**src/rtl/processor_multicycle_control_if.sv**
```systemverilog
// Control bundle between the multicycle controller (master) and the datapath/memory side (slave).
// Carries the opcode and memory handshake in, plus every datapath control and status output.
interface processor_multicycle_control_if #(
  parameter int STATE_W = 4
);
  logic [5:0]         ctl_op;
  logic               mem_ready;
  logic               pc_write;
  logic               pc_write_cond;
  logic               i_or_d;
  logic               mem_read;
  logic               mem_write;
  logic               ir_write;
  logic               mem_to_reg;
  logic               reg_dst;
  logic               reg_write;
  logic               alu_src_a;
  logic [1:0]         alu_src_b;
  logic [1:0]         alu_op;
  logic [1:0]         pc_src;
  logic               instr_done;
  logic               illegal_op;
  logic [STATE_W-1:0] state_out;

  modport master (
    input  ctl_op, mem_ready,
    output pc_write, pc_write_cond, i_or_d, mem_read, mem_write, ir_write,
           mem_to_reg, reg_dst, reg_write, alu_src_a, alu_src_b, alu_op,
           pc_src, instr_done, illegal_op, state_out
  );

  modport slave (
    output ctl_op, mem_ready,
    input  pc_write, pc_write_cond, i_or_d, mem_read, mem_write, ir_write,
           mem_to_reg, reg_dst, reg_write, alu_src_a, alu_src_b, alu_op,
           pc_src, instr_done, illegal_op, state_out
  );
endinterface

```
**src/rtl/processor_multicycle_control.sv**
```systemverilog
// Moore FSM sequencing MIPS instructions through the multicycle datapath (LW 5, SW/R/ADDI 4, BEQ/J 3 cycles).
// Each mem_ready=0 cycle in FETCH/MEMRD/MEMWR holds the state and adds one cycle with outputs unchanged.
module processor_multicycle_control #(
  parameter bit ENABLE_ADDI = 1'b1,
  parameter bit ENABLE_J    = 1'b1,
  parameter int STATE_W     = 4
) (
  input  logic                                 clk,
  input  logic                                 rst_n,
  processor_multicycle_control_if.master       bus
);

  typedef enum logic [3:0] {
    S_FETCH   = 4'd0,
    S_DECODE  = 4'd1,
    S_MEMADR  = 4'd2,
    S_MEMRD   = 4'd3,
    S_MEMWB   = 4'd4,
    S_MEMWR   = 4'd5,
    S_EXECUTE = 4'd6,
    S_ALUWB   = 4'd7,
    S_BRANCH  = 4'd8,
    S_ADDIEX  = 4'd9,
    S_ADDIWB  = 4'd10,
    S_JUMP    = 4'd11
  } state_t;

  localparam logic [5:0] OP_R    = 6'b000000;
  localparam logic [5:0] OP_J    = 6'b000010;
  localparam logic [5:0] OP_BEQ  = 6'b000100;
  localparam logic [5:0] OP_ADDI = 6'b001000;
  localparam logic [5:0] OP_LW   = 6'b100011;
  localparam logic [5:0] OP_SW   = 6'b101011;

  state_t     r_state;
  logic       w_op_legal;
  logic       w_pc_write, w_pc_write_cond, w_i_or_d, w_mem_read, w_mem_write;
  logic       w_ir_write, w_mem_to_reg, w_reg_dst, w_reg_write, w_alu_src_a;
  logic [1:0] w_alu_src_b, w_alu_op, w_pc_src;
  logic       w_instr_done, w_illegal_op;

  always_comb begin
    w_op_legal = 1'b0;
    case (bus.ctl_op)
      OP_LW, OP_SW, OP_R, OP_BEQ: w_op_legal = 1'b1;
      OP_ADDI:                    w_op_legal = ENABLE_ADDI;
      OP_J:                       w_op_legal = ENABLE_J;
      default:                    w_op_legal = 1'b0;
    endcase
  end

  always_ff @(posedge clk or negedge rst_n) begin
    if (!rst_n) begin
      r_state <= S_FETCH;
    end else begin
      case (r_state)
        S_FETCH:   if (bus.mem_ready) r_state <= S_DECODE;
        S_DECODE: begin
          if (!w_op_legal) begin
            r_state <= S_FETCH;
          end else begin
            case (bus.ctl_op)
              OP_LW, OP_SW: r_state <= S_MEMADR;
              OP_R:         r_state <= S_EXECUTE;
              OP_BEQ:       r_state <= S_BRANCH;
              OP_ADDI:      r_state <= S_ADDIEX;
              OP_J:         r_state <= S_JUMP;
              default:      r_state <= S_FETCH;
            endcase
          end
        end
        S_MEMADR:  r_state <= (bus.ctl_op == OP_SW) ? S_MEMWR : S_MEMRD;
        S_MEMRD:   if (bus.mem_ready) r_state <= S_MEMWB;
        S_MEMWR:   if (bus.mem_ready) r_state <= S_FETCH;
        S_EXECUTE: r_state <= S_ALUWB;
        S_ADDIEX:  r_state <= S_ADDIWB;
        // Codes 12-15 recover here as well as every terminal state.
        default:   r_state <= S_FETCH;
      endcase
    end
  end

  always_comb begin
    w_pc_write      = 1'b0;
    w_pc_write_cond = 1'b0;
    w_i_or_d        = 1'b0;
    w_mem_read      = 1'b0;
    w_mem_write     = 1'b0;
    w_ir_write      = 1'b0;
    w_mem_to_reg    = 1'b0;
    w_reg_dst       = 1'b0;
    w_reg_write     = 1'b0;
    w_alu_src_a     = 1'b0;
    w_alu_src_b     = 2'b00;
    w_alu_op        = 2'b00;
    w_pc_src        = 2'b00;
    w_instr_done    = 1'b0;
    w_illegal_op    = 1'b0;
    case (r_state)
      S_FETCH: begin
        w_mem_read  = 1'b1;
        w_alu_src_b = 2'b01;
        w_ir_write  = bus.mem_ready;
        w_pc_write  = bus.mem_ready;
      end
      S_DECODE: begin
        w_alu_src_b  = 2'b11;
        w_illegal_op = !w_op_legal;
      end
      S_MEMADR, S_ADDIEX: begin
        w_alu_src_a = 1'b1;
        w_alu_src_b = 2'b10;
      end
      S_MEMRD: begin
        w_mem_read = 1'b1;
        w_i_or_d   = 1'b1;
      end
      S_MEMWB: begin
        w_mem_to_reg = 1'b1;
        w_reg_write  = 1'b1;
        w_instr_done = 1'b1;
      end
      S_MEMWR: begin
        w_mem_write  = 1'b1;
        w_i_or_d     = 1'b1;
        w_instr_done = bus.mem_ready;
      end
      S_EXECUTE: begin
        w_alu_src_a = 1'b1;
        w_alu_op    = 2'b10;
      end
      S_ALUWB: begin
        w_reg_dst    = 1'b1;
        w_reg_write  = 1'b1;
        w_instr_done = 1'b1;
      end
      S_BRANCH: begin
        w_alu_src_a     = 1'b1;
        w_alu_op        = 2'b01;
        w_pc_src        = 2'b01;
        w_pc_write_cond = 1'b1;
        w_instr_done    = 1'b1;
      end
      S_ADDIWB: begin
        w_reg_write  = 1'b1;
        w_instr_done = 1'b1;
      end
      S_JUMP: begin
        w_pc_src     = 2'b10;
        w_pc_write   = 1'b1;
        w_instr_done = 1'b1;
      end
      default: ;
    endcase
  end

  assign bus.pc_write      = w_pc_write;
  assign bus.pc_write_cond = w_pc_write_cond;
  assign bus.i_or_d        = w_i_or_d;
  assign bus.mem_read      = w_mem_read;
  assign bus.mem_write     = w_mem_write;
  assign bus.ir_write      = w_ir_write;
  assign bus.mem_to_reg    = w_mem_to_reg;
  assign bus.reg_dst       = w_reg_dst;
  assign bus.reg_write     = w_reg_write;
  assign bus.alu_src_a     = w_alu_src_a;
  assign bus.alu_src_b     = w_alu_src_b;
  assign bus.alu_op        = w_alu_op;
  assign bus.pc_src        = w_pc_src;
  assign bus.instr_done    = w_instr_done;
  assign bus.illegal_op    = w_illegal_op;
  assign bus.state_out     = STATE_W'(r_state);

endmodule

```
**src/flat_wrapper.sv**
```systemverilog
// flat-port wrapper written by rule: the top's interface ports become plain ports
module processor_multicycle_control_flat 
#(
  parameter bit ENABLE_ADDI = 1'b1,
  parameter bit ENABLE_J    = 1'b1,
  parameter int STATE_W     = 4
)
  (clk, rst_n, bus_ctl_op, bus_mem_ready, bus_pc_write, bus_pc_write_cond, bus_i_or_d, bus_mem_read, bus_mem_write, bus_ir_write, bus_mem_to_reg, bus_reg_dst, bus_reg_write, bus_alu_src_a, bus_alu_src_b, bus_alu_op, bus_pc_src, bus_instr_done, bus_illegal_op, bus_state_out);
  processor_multicycle_control_if #(.STATE_W(STATE_W)) bus_i ();
  input  logic clk;
  input  logic rst_n;
  input wire logic [$bits(bus_i.ctl_op)-1:0] bus_ctl_op;
  input wire logic [$bits(bus_i.mem_ready)-1:0] bus_mem_ready;
  output wire logic [$bits(bus_i.pc_write)-1:0] bus_pc_write;
  output wire logic [$bits(bus_i.pc_write_cond)-1:0] bus_pc_write_cond;
  output wire logic [$bits(bus_i.i_or_d)-1:0] bus_i_or_d;
  output wire logic [$bits(bus_i.mem_read)-1:0] bus_mem_read;
  output wire logic [$bits(bus_i.mem_write)-1:0] bus_mem_write;
  output wire logic [$bits(bus_i.ir_write)-1:0] bus_ir_write;
  output wire logic [$bits(bus_i.mem_to_reg)-1:0] bus_mem_to_reg;
  output wire logic [$bits(bus_i.reg_dst)-1:0] bus_reg_dst;
  output wire logic [$bits(bus_i.reg_write)-1:0] bus_reg_write;
  output wire logic [$bits(bus_i.alu_src_a)-1:0] bus_alu_src_a;
  output wire logic [$bits(bus_i.alu_src_b)-1:0] bus_alu_src_b;
  output wire logic [$bits(bus_i.alu_op)-1:0] bus_alu_op;
  output wire logic [$bits(bus_i.pc_src)-1:0] bus_pc_src;
  output wire logic [$bits(bus_i.instr_done)-1:0] bus_instr_done;
  output wire logic [$bits(bus_i.illegal_op)-1:0] bus_illegal_op;
  output wire logic [$bits(bus_i.state_out)-1:0] bus_state_out;
  assign bus_i.ctl_op = bus_ctl_op;
  assign bus_i.mem_ready = bus_mem_ready;
  assign bus_pc_write = bus_i.pc_write;
  assign bus_pc_write_cond = bus_i.pc_write_cond;
  assign bus_i_or_d = bus_i.i_or_d;
  assign bus_mem_read = bus_i.mem_read;
  assign bus_mem_write = bus_i.mem_write;
  assign bus_ir_write = bus_i.ir_write;
  assign bus_mem_to_reg = bus_i.mem_to_reg;
  assign bus_reg_dst = bus_i.reg_dst;
  assign bus_reg_write = bus_i.reg_write;
  assign bus_alu_src_a = bus_i.alu_src_a;
  assign bus_alu_src_b = bus_i.alu_src_b;
  assign bus_alu_op = bus_i.alu_op;
  assign bus_pc_src = bus_i.pc_src;
  assign bus_instr_done = bus_i.instr_done;
  assign bus_illegal_op = bus_i.illegal_op;
  assign bus_state_out = bus_i.state_out;
  processor_multicycle_control #(.ENABLE_ADDI(ENABLE_ADDI), .ENABLE_J(ENABLE_J), .STATE_W(STATE_W)) u_core (.clk(clk), .rst_n(rst_n), .bus(bus_i));
endmodule
```
**config.mk**
```make
export PLATFORM = sky130hd
export DESIGN_NAME = processor_multicycle_control_flat
export DESIGN_NICKNAME = d
export VERILOG_FILES = /design/src/rtl/processor_multicycle_control_if.sv /design/src/rtl/processor_multicycle_control.sv /design/src/flat_wrapper.sv
export SDC_FILE = /design/constraint.sdc
export NUM_CORES = 1
export LEC_CHECK = 0
export BUFFER_PORTS_ARGS = -buffer_cell sky130_fd_sc_hd__buf_2
export CELL_PAD_IN_SITES_DETAIL_PLACEMENT = 1
export CELL_PAD_IN_SITES_GLOBAL_PLACEMENT = 1
export CORE_MARGIN = 8
export CORE_UTILIZATION = 30
export CTS_BUF_LIST = sky130_fd_sc_hd__clkbuf_2 sky130_fd_sc_hd__clkbuf_4 sky130_fd_sc_hd__clkbuf_8
export CTS_CLUSTER_SIZE = 30
export DETAILED_ROUTE_END_ITERATION = 8
export MAX_ROUTING_LAYER = met4
export PLACE_DENSITY_LB_ADDON = 0.1
export SLEW_MARGIN = 5
export SYNTH_ARGS = -nofsm -noshare
export SYNTH_HDL_FRONTEND = slang
export SYNTH_SLANG_ARGS = --single-unit
export TNS_END_PERCENT = 1
```
**constraint.sdc**
```tcl
create_clock -name clk -period 1.75 [get_ports clk]
set_input_delay 0.175 -clock clk [delete_from_list [all_inputs] [get_ports clk]]
set_output_delay 0.175 -clock clk [all_outputs]
set_load 0.01 [all_outputs]
```
==> results of run 1 <==
[critical path, stage by stage (launching register included)]
cell      delay [ns]
dfrtp_2         0.47
nand2b_2        0.25
mux2_2          0.28
o22ai_1         0.12
buf_2           0.15
[worst max-delay path by stage]
stage               cells past startpoint                 endpoint  slack (ns)
finish                                  4            bus_reg_write        0.08
floorplan                               4            bus_alu_op[0]        0.22
CTS                                     4           bus_illegal_op       0.003
global placement                        3  u_core.bus.state_out[0]        0.23
global route                            4           bus_illegal_op       -0.01
detailed placement                      3  u_core.bus.state_out[2]        0.22
[layout by cell type, fill, tap and decap left out, types with 3 or more instances in the layout]
master | synthesis | layout
nand2b_1 | 6 | 5
nand2_1 | 4 | 4
o21ai_0 | 3 | 3
buf_2 | 2 | 30
nor2_1 | 8 | 7
and3_1 | 4 | 4
a21oi_1 | 4 | 4
a31oi_1 | 3 | 3
nor3_1 | 5 | 5
clkbuf_4 | 0 | 3
inv_1 | 3 | 3
buf_4 | 2 | 5
[final cells by class]
cell class	count	area, um^2
flip-flops and latches	4	103
inverters	3	11.3
multi-input cells	64	403
fillers	254	977
repair buffers	36	198
well taps	25	31.3
clock buffers	3	22.5
[routing by layer]
layer	wire length (um)	GRT usage [%]	share of wire (%)	vias up
met1	1050	16.5	53	318
met2	837	18.1	42	21
met5	0	-	0	-
met4	14	4.10	0.71	0
met3	78	3.90	3.9	2
li1	-	-	-	355
[power by group through the flow]
stage	logic, mW	registers (mW)	clock network, mW
after CTS	0.806	0.196	0.121
after global placement	0.795	0.192	0
after floorplan	0.510	0.162	0
final	0.794	0.195	0.114
after global routing	0.893	0.209	0.132
after detailed placement	0.796	0.196	0
[per-stage QoR]
step | area, um^2 | worst slack (ns)
final | 768 | 0.0789
after CTS | 763 | 0.00346
after global routing | 768 | -0.00988
after detailed placement | 728 | 0.221
after floorplan | 557 | 0.222
after global placement | 728 | 0.226
[what timing repair did]
item / 4_1_cts / 5_1_grt
hold endpoints to repair: 4 / 0
hold buffers: 1 / 0
buffers inserted: 0 / 0
endpoints found under the setup margin: 1 / 6
gates resized for setup: 1 / 3
[cells by family (layout without fill, tap and decap cells)]
| family | after synthesis | count (layout) | synth area share (%) |
|---|---|---|---|
| xor gates and xnor gates | 3 | 3 | 4.72 |
| muxes | 1 | 1 | 2.02 |
| AOI/OAI and AO/OA | 19 | 19 | 22.5 |
| DFF | 4 | 4 | 18.0 |
| and+or+nand+nor | 41 | 41 | 42.2 |
| buffers and inverters | 13 | 42 | 10.6 |
==> results.sh, run 1 <==
export IMPL_clk_latency_ns=0.23
export IMPL_start_util_pct=31.9
export IMPL_yosysSeqAreaShare_pct=18.0
export IMPL_largest_reg_flops=4
export IMPL_grt_max_degree=14
export IMPL_viasPerCell=5.16
export IMPL_cts_max_level=1
export IMPL_arrival_ns=1.50
export IMPL_cts_tree="done"
export IMPL_fin_nets=121
export IMPL_synth_top_area_share_pct=18.0
export IMPL_clk_root_buffer_cell="clkbuf_4"
export IMPL_antenna_left=0
export IMPL_min_period_ns=1.67
export IMPL_clk_pin_slew_ns=0.04
export IMPL_p_clk_share_pct=10.4
export IMPL_power_frac_seq_pct=17.7
export IMPL_synth_flop_cell="dfrtp_1"
export IMPL_hold_violations=0
export IMPL_fin_crit_sh_pct=95.5
export IMPL_drv_slew=0
export IMPL_cp_max_fo=11
export IMPL_first_pass_iters=4
export IMPL_diodes=0
export IMPL_dp_cells=131
export IMPL_worstMarginPinSlew_ns=0.321
export IMPL_tns_ns=0
export IMPL_status="complete, no violations"
export IMPL_route_detailed_drc=0
export IMPL_port_buffers=30
export IMPL_die_w_um=59.1
export IMPL_final_layout_size_suffix_gt1_share_pct=40.9
export IMPL_r2r_end="u_core.bus.state_out[0]"
export IMPL_synth_area_um2=557
export IMPL_wl_per_cell_um=14.7
export IMPL_p_per_area_mw_per_mm2=1440
export IMPL_yosysWarningCount=0
export IMPL_slew_headroom_pct=78.4
export IMPL_grt_pass1_vias=728
export IMPL_worstSetupStartpoint="u_core.bus.state_out[3]"
export IMPL_hold_ws_ns=0.272
export IMPL_overflow=0
export IMPL_fin_skew_ns=0.00124
export IMPL_irDropWorstVdd_uv=574
export IMPL_sw_frac_of_total_pct=48.4
export IMPL_dpl_hpwl_um=1570
export IMPL_fp_row_count=15
export IMPL_clk_path_buf_depth=2
export IMPL_areaGrowthSynthToFinish_pct=38.0
export IMPL_drtIter0Drc=17
export IMPL_reg2reg_from="u_core.bus.state_out[1]"
export IMPL_grt_pass1_wl_um=3420
export IMPL_synthCells=81
export IMPL_synth_nets=90
export IMPL_crit_type="register to output port"
export IMPL_die_y_um=59.1
export IMPL_final_cells=135
export IMPL_cp_start_kind="register"
export IMPL_rsz0062_at_grt="yes"
export IMPL_reg2reg_depth=3
export IMPL_setup_viol=0
export IMPL_switchingPower_mw=0.534
export IMPL_crit_required_ns=1.57
export IMPL_core_mm2=0.00175
export IMPL_grtUsageTotal_pct=12.7
export IMPL_cts_buffers_inserted=3
export IMPL_synth_edf_count=0
export IMPL_cts_sinks=4
export IMPL_wl_um=1980
export IMPL_synthDistinctLibCells=34
export IMPL_maxCapViolCount=0
export IMPL_min_path_type="input pin to async pin"
export IMPL_grt_antenna_before_repair=0
export IMPL_utilization_pct=44.0
export IMPL_pwr_share_comb_pct=72.0
export IMPL_p_int_mw=0.569
export IMPL_rrSetupSlack_ns=0.26
export IMPL_p_total_mw=1.10
export IMPL_synth_most_common_cell="nor2_1"
export IMPL_clock_fmax_mhz=598
export IMPL_yosys_area_top_type="dfrtp_1"
export IMPL_io_pins=31
export IMPL_synth_seq_cells=4
export IMPL_vias=696
export IMPL_synth_area_leaders="dfrtp_1 (18%), nand2b_1 (6.7%), nor2_1 (5.4%)"
export IMPL_leakagePower_nw=0.375
export IMPL_die_area_mm2=0.00349
export IMPL_async_flop_share_pct=100
export IMPL_endpoint_kind="output port"
export IMPL_synthTopCellsByCount="nor2_1 (8), clkbuf_1 (6), nand2b_1 (6), nor3_1 (5)"
export IMPL_gp_congestion=0.776
export IMPL_syn_avg_cell_area_um2=6.87
(Power assumes the default switching activity.)
==> run 2, diff against run 1 <==
--- a/config.mk
+++ b/config.mk
@@ -8,6 +8,7 @@
 export BUFFER_PORTS_ARGS = -buffer_cell sky130_fd_sc_hd__buf_2
 export CELL_PAD_IN_SITES_DETAIL_PLACEMENT = 1
 export CELL_PAD_IN_SITES_GLOBAL_PLACEMENT = 1
+export CORE_ASPECT_RATIO = 1.2
 export CORE_MARGIN = 8
 export CORE_UTILIZATION = 30
 export CTS_BUF_LIST = sky130_fd_sc_hd__clkbuf_2 sky130_fd_sc_hd__clkbuf_4 sky130_fd_sc_hd__clkbuf_8
@@ -15,7 +16,6 @@
 export DETAILED_ROUTE_END_ITERATION = 8
 export MAX_ROUTING_LAYER = met4
 export PLACE_DENSITY_LB_ADDON = 0.1
-export SLEW_MARGIN = 5
 export SYNTH_ARGS = -nofsm -noshare
 export SYNTH_HDL_FRONTEND = slang
 export SYNTH_SLANG_ARGS = --single-unit
==> constraint.sdc (replaced) <==
create_clock -name clk -period 1.75 [get_ports clk]
set_input_delay 0.175 -clock clk [delete_from_list [all_inputs] [get_ports clk]]
set_output_delay 0.175 -clock clk [all_outputs]
set_load 0.05 [all_outputs]
==> results.sh, run 2 (same netlist as run 1, synthesis figures left out) <==
export IMPL_io_pins=31
export IMPL_clk_path_buf_depth=2
export IMPL_die_y_um=63.2
export IMPL_switchingPower_mw=1.17
export IMPL_maxCapViolCount=0
export IMPL_fin_crit_sh_pct=98.2
export IMPL_grt_busiest_layer="met2"
export IMPL_clk_latency_ns=0.23
export IMPL_final_layout_size_suffix_gt1_share_pct=54.3
export IMPL_worstSetupStartpoint="u_core.bus.state_out[1]"
export IMPL_arrival_ns=1.54
export IMPL_route_detailed_drc=0
export IMPL_cts_sinks=4
export IMPL_overflow=0
export IMPL_diodes=0
export IMPL_utilization_pct=51.3
export IMPL_grt_max_degree=16
export IMPL_leakagePower_nw=0.408
export IMPL_crit_type="register to output port"
export IMPL_pwr_share_comb_pct=81.5
export IMPL_rrSetupSlack_ns=0.22
export IMPL_slew_headroom_pct=72.7
export IMPL_grtUsageTotal_pct=11.9
export IMPL_fp_row_count=17
export IMPL_min_period_ns=1.72
export IMPL_status="complete, no violations"
export IMPL_mostFrequentLayoutCell="buf_2"
export IMPL_layout_common_cells="buf_2 (21), buf_4 (13), clkbuf_4 (9)"
export IMPL_setup_viol=0
export IMPL_reg2reg_depth=3
export IMPL_wl_um=2130
export IMPL_gp_congestion=0.762
export IMPL_endpoint_kind="output port"
export IMPL_drtIter0Drc=5
export IMPL_start_util_pct=31.2
export IMPL_vias=738
export IMPL_grt_pass1_wl_um=3570
export IMPL_grt_pass1_vias=766
export IMPL_cp_endpoint="bus_reg_write"
export IMPL_fin_skew_ns=0.00461
export IMPL_rsz0062_at_grt="yes"
export IMPL_p_int_mw=0.735
export IMPL_final_cell_area_um2=916
export IMPL_core_mm2=0.00179
export IMPL_clk_pin_slew_ns=0.04
export IMPL_largest_reg_flops=4
export IMPL_first_pass_iters=4
export IMPL_port_buffers=30
export IMPL_cts_max_level=1
export IMPL_sw_frac_of_total_pct=61.5
export IMPL_drv_slew=0
export IMPL_clock_fmax_mhz=582
export IMPL_wl_per_cell_um=15.8
export IMPL_die_w_um=55.3
export IMPL_fin_nets=127
export IMPL_min_path_type="input pin to async pin"
export IMPL_areaGrowthSynthToFinish_pct=64.5
export IMPL_viasPerCell=5.47
export IMPL_clk_root_buffer_cell="clkbuf_4"
export IMPL_irDropWorstVdd_uv=840
export IMPL_hold_violations=0
export IMPL_antenna_left=0
export IMPL_placed_area_um2=832
export IMPL_power_frac_seq_pct=12.6
export IMPL_cts_tree="done"
export IMPL_p_per_area_mw_per_mm2=2080
export IMPL_die_area_mm2=0.00350
export IMPL_reg2reg_from="u_core.bus.state_out[1]"
export IMPL_grt_use_met3_pct=3.01
export IMPL_cp_max_fo=15
export IMPL_dpl_hpwl_um=1730
export IMPL_dp_cells=129
export IMPL_met2_usage_pct=20.9
export IMPL_tns_ns=0
export IMPL_grt_antenna_before_repair=0
export IMPL_cp_start_kind="register"
export IMPL_crit_required_ns=1.57
export IMPL_met1_usage_pct=12.6
export IMPL_final_cells=135
export IMPL_r2r_end="u_core.bus.state_out[2]"
export IMPL_p_clk_share_pct=6.0
export IMPL_cts_buffers_inserted=3
export IMPL_worstMarginPinSlew_ns=0.406
[run 2: changes by cell type in the layout (fill, tap and decap cells not counted), moves of 3 or more]
cell | before | now
nor3_1 | 5 | 2
nor2_4 | 0 | 3
buf_2 | 30 | 21
buf_4 | 5 | 13
clkbuf_4 | 3 | 9
[run 2: layout make-up]
cell class | count | area (um^2)
Tap cell | 19 | 23.8
Sequential cell | 4 | 105
Clock buffer | 3 | 22.5
Multi-Input combinational cell | 64 | 484
Inverter | 3 | 11.3
Fill cell | 238 | 871
Timing Repair Buffer | 42 | 269
[run 2: power groups by stage]
stage,Combinational [mW],Sequential (mW),Clock [mW]
floorplan,1.07,0.260,0
global placement,1.44,0.240,0
detailed placement,1.45,0.246,0
CTS,1.48,0.244,0.114
global route,1.65,0.252,0.122
finish,1.55,0.239,0.113
[run 2: metal layers]
| layer | up-vias | wire [um] |
|---|---|---|
| met5 | - | 0 |
| met2 | 24 | 1090 |
| li1 | 371 | - |
| met3 | 4 | 105 |
| met1 | 339 | 907 |
| met4 | 0 | 21 |
[run 2: metrics by stage]
step / hold slack, ns / total power [mW] / worst slack, ns
after floorplan: -0.121 / 1.33 / -0.131
after global placement: -0.0153 / 1.68 / 0.196
after detailed placement: -0.0126 / 1.70 / 0.193
after CTS: 0.282 / 1.84 / 0.00721
after global routing: 0.308 / 2.02 / -0.0372
final: 0.281 / 1.91 / 0.0316
[run 2: worst min-delay path by stage]
stage	end	slack (ns)	depth (start not counted)
final	u_core.bus.state_out[3]	0.28	2
after global routing	u_core.bus.state_out[2]	0.31	2
after CTS	u_core.bus.state_out[2]	0.28	2
after detailed placement	u_core.bus.state_out[2]	-0.01	1
after global placement	u_core.bus.state_out[2]	-0.02	1
after floorplan	u_core.bus.state_out[0]	-0.12	0
[run 2: repair_timing]
item,CTS,global route
hold endpoints to repair,4,0
buffers inserted,0,2
hold buffers,1,0
endpoints found under the setup margin,3,10
gates resized for setup,3,10
[run 2: critical path, stage by stage, from the launching register on]
cell and delay (ns):
dfrtp_2 0.50, inv_1 0.14, mux2_2 0.37, o22ai_4 0.12, buf_6 0.18
==> run 3, diff against run 2 <==
--- a/config.mk
+++ b/config.mk
@@ -5,12 +5,13 @@
 export SDC_FILE = /design/constraint.sdc
 export NUM_CORES = 1
 export LEC_CHECK = 0
+export ABC_AREA = 1
 export BUFFER_PORTS_ARGS = -buffer_cell sky130_fd_sc_hd__buf_2
 export CELL_PAD_IN_SITES_DETAIL_PLACEMENT = 1
 export CELL_PAD_IN_SITES_GLOBAL_PLACEMENT = 1
 export CORE_ASPECT_RATIO = 1.2
 export CORE_MARGIN = 8
-export CORE_UTILIZATION = 30
+export CORE_UTILIZATION = 26
 export CTS_BUF_LIST = sky130_fd_sc_hd__clkbuf_2 sky130_fd_sc_hd__clkbuf_4 sky130_fd_sc_hd__clkbuf_8
 export CTS_CLUSTER_SIZE = 30
 export DETAILED_ROUTE_END_ITERATION = 8
==> results.sh, run 3 <==
export IMPL_route_detailed_drc=0
export IMPL_vias=713
export IMPL_worstSetupStartpoint="u_core.bus.state_out[3]"
export IMPL_cts_tree="done"
export IMPL_synth_nets=107
export IMPL_cts_max_level=1
export IMPL_synthTopCellsByCount="nand2_1 (28), nor2_1 (25), inv_1 (15), nand3_1 (12), dfrtp_1 (4)"
export IMPL_diodes=0
export IMPL_synth_area_um2=500
export IMPL_min_period_ns=1.69
export IMPL_synth_edf_count=0
export IMPL_fill_cells=272
export IMPL_yosys_area_top_type="nand2_1"
export IMPL_cp_max_fo=5
export IMPL_fin_nets=143
export IMPL_areaGrowthSynthToFinish_pct=60.0
export IMPL_grt_antenna_before_repair=0
export IMPL_endpoint_kind="output port"
export IMPL_cpMaxStageDelayCell="dfrtp_2"
export IMPL_final_layout_size_suffix_gt1_share_pct=44.7
export IMPL_gp_congestion=0.878
export IMPL_clk_root_buffer_cell="clkbuf_4"
export IMPL_crit_type="register to output port"
export IMPL_grt_pass1_vias=784
export IMPL_port_buffers=30
export IMPL_largest_reg_flops=4
export IMPL_setup_viol=0
export IMPL_drtIter0Drc=6
export IMPL_clk_pin_slew_ns=0.04
export IMPL_maxCapViolCount=0
export IMPL_cts_sinks=4
export IMPL_fin_skew_ns=0.00272
export IMPL_cts_buffers_inserted=3
export IMPL_worstMarginPinSlew_ns=0.268
export IMPL_fin_crit_sh_pct=96.8
export IMPL_rsz0062_at_grt="yes"
export IMPL_drv_slew=0
export IMPL_synth_top_area_share_pct=21.0
export IMPL_synth_flop_cell="dfrtp_1"
export IMPL_status="complete, no violations"
export IMPL_start_util_pct=27.4
export IMPL_crit_required_ns=1.57
export IMPL_clk_latency_ns=0.24
export IMPL_cp_cell_sequence="inv_1 -> nand2_1 -> nor2_2 -> nand3_1 -> nor2_1 -> clkbuf_4"
export IMPL_p_total_mw=1.77
export IMPL_first_pass_iters=3
export IMPL_async_flop_share_pct=100
export IMPL_synth_seq_cells=4
export IMPL_cp_start_kind="register"
export IMPL_slew_headroom_pct=82.1
export IMPL_min_path_type="input pin to async pin"
export IMPL_die_y_um=64.1
export IMPL_final_cell_area_um2=801
export IMPL_placed_area_um2=716
export IMPL_viasPerCell=4.72
export IMPL_fp_row_count=17
export IMPL_grt_max_degree=9
export IMPL_clk_path_buf_depth=2
export IMPL_clock_fmax_mhz=590
export IMPL_yosysWarningCount=0
export IMPL_irDropWorstVdd_uv=1160
export IMPL_syn_avg_cell_area_um2=5.11
export IMPL_leakagePower_nw=0.480
export IMPL_wl_per_cell_um=13.2
export IMPL_io_pins=31
export IMPL_grt_pass1_wl_um=3300
export IMPL_dpl_hpwl_um=1660
export IMPL_grtUsageTotal_pct=11.2
export IMPL_utilization_pct=43.8
export IMPL_p_per_area_mw_per_mm2=2210
export IMPL_overflow=0
export IMPL_synthCells=98
export IMPL_cpLargestDelayFamily="simple AND/OR/NAND/NOR gates"
export IMPL_synth_area_leaders="nand2_1 (21%), dfrtp_1 (20%), nor2_1 (19%)"
export IMPL_synth_most_common_cell="nand2_1"
export IMPL_yosysSeqAreaShare_pct=20.0
export IMPL_layout_common_cells="nand2_1 (24), buf_2 (24), nor2_1 (17)"
export IMPL_die_area_mm2=0.00359
export IMPL_cp_num_buf_inv=2
export IMPL_arrival_ns=1.52
export IMPL_hold_violations=0
export IMPL_reg2reg_from="u_core.bus.state_out[3]"
export IMPL_die_w_um=56.1
export IMPL_antenna_left=0
export IMPL_synthDistinctLibCells=14
export IMPL_core_mm2=0.00183
export IMPL_wl_um=2000
export IMPL_crit_path_max_incr_delay_ns=0.40
## run 3: per-stage QoR
step	hold slack, ns	setup WS [ns]	setup TNS (ns)	instances
detailed placement	-0.0187	0.164	0	146
global placement	-0.0223	0.214	0	146
CTS	0.264	-0.00122	-0.00122	150
global route	0.312	-0.0605	-0.159	151
floorplan	-0.121	-0.178	-0.801	98
finish	0.320	0.0558	0	151
## run 3: final cells by class
class / count / area, um^2 / area share (%)
Multi-Input combinational cell: 76 / 395 / 49.4
Inverter: 16 / 60.1 / 7.50
Sequential cell: 4 / 105 / 13.1
Tap cell: 19 / 23.8 / 2.97
Timing Repair Buffer: 33 / 194 / 24.2
Clock buffer: 3 / 22.5 / 2.81
## run 3: report_power, final
| group | internal [mW] | switching [mW] | leakage (nW) |
|---|---|---|---|
| clock | 0.0767 | 0.0380 | 0.0138 |
| sequential | 0.132 | 0.0645 | 0.0472 |
| combinational | 0.374 | 1.08 | 0.419 |
## run 3: path summary, 6_finish.rpt
kind	end	slack (ns)	cells after the start
max reg2reg	u_core.bus.state_out[0]	0.42	8
min reg2reg	u_core.bus.state_out[0]	0.64	2
min	u_core.bus.state_out[3]	0.32	2
max	bus_illegal_op	0.06	6
min in group clk	u_core.bus.state_out[2]	0.33	4
max in group asynchronous	u_core.bus.state_out[1]	1.30	2
## run 3: layer usage
layer | share of wire [%] | track usage [%] | vias up
met5 | 0 | - | -
met4 | 0.60 | 4.52 | 0
met3 | 5.9 | 3.95 | 2
met2 | 58 | 21.1 | 18
met1 | 35 | 9.88 | 322
li1 | - | - | 371
## run 3: logic make-up (layout without fill, tap and decap cells)
group	count (synthesis)	after routing	synth area share, %
buffers and inverters	18	52	15.0
AOI/OAI and AO/OA	6	6	6.25
DFF	4	4	20.0
and+or+nand+nor	70	70	58.8
## run 3: timing repair
action | CTS | global route
resized for setup | 5 | 13
hold buffers | 1 | 0
cloned | 0 | 0
hold endpoints to repair | 4 | 0
endpoints found under the setup margin | 2 | 5
buffers inserted | 0 | 1
## run 3: worst reg2reg max path, delay by kind of cell, from the launching register on
kind                   cells  cell delay [ns]
and+or+nand+nor            6             0.65
buffers and inverters      2             0.17
DFF                        1             0.40
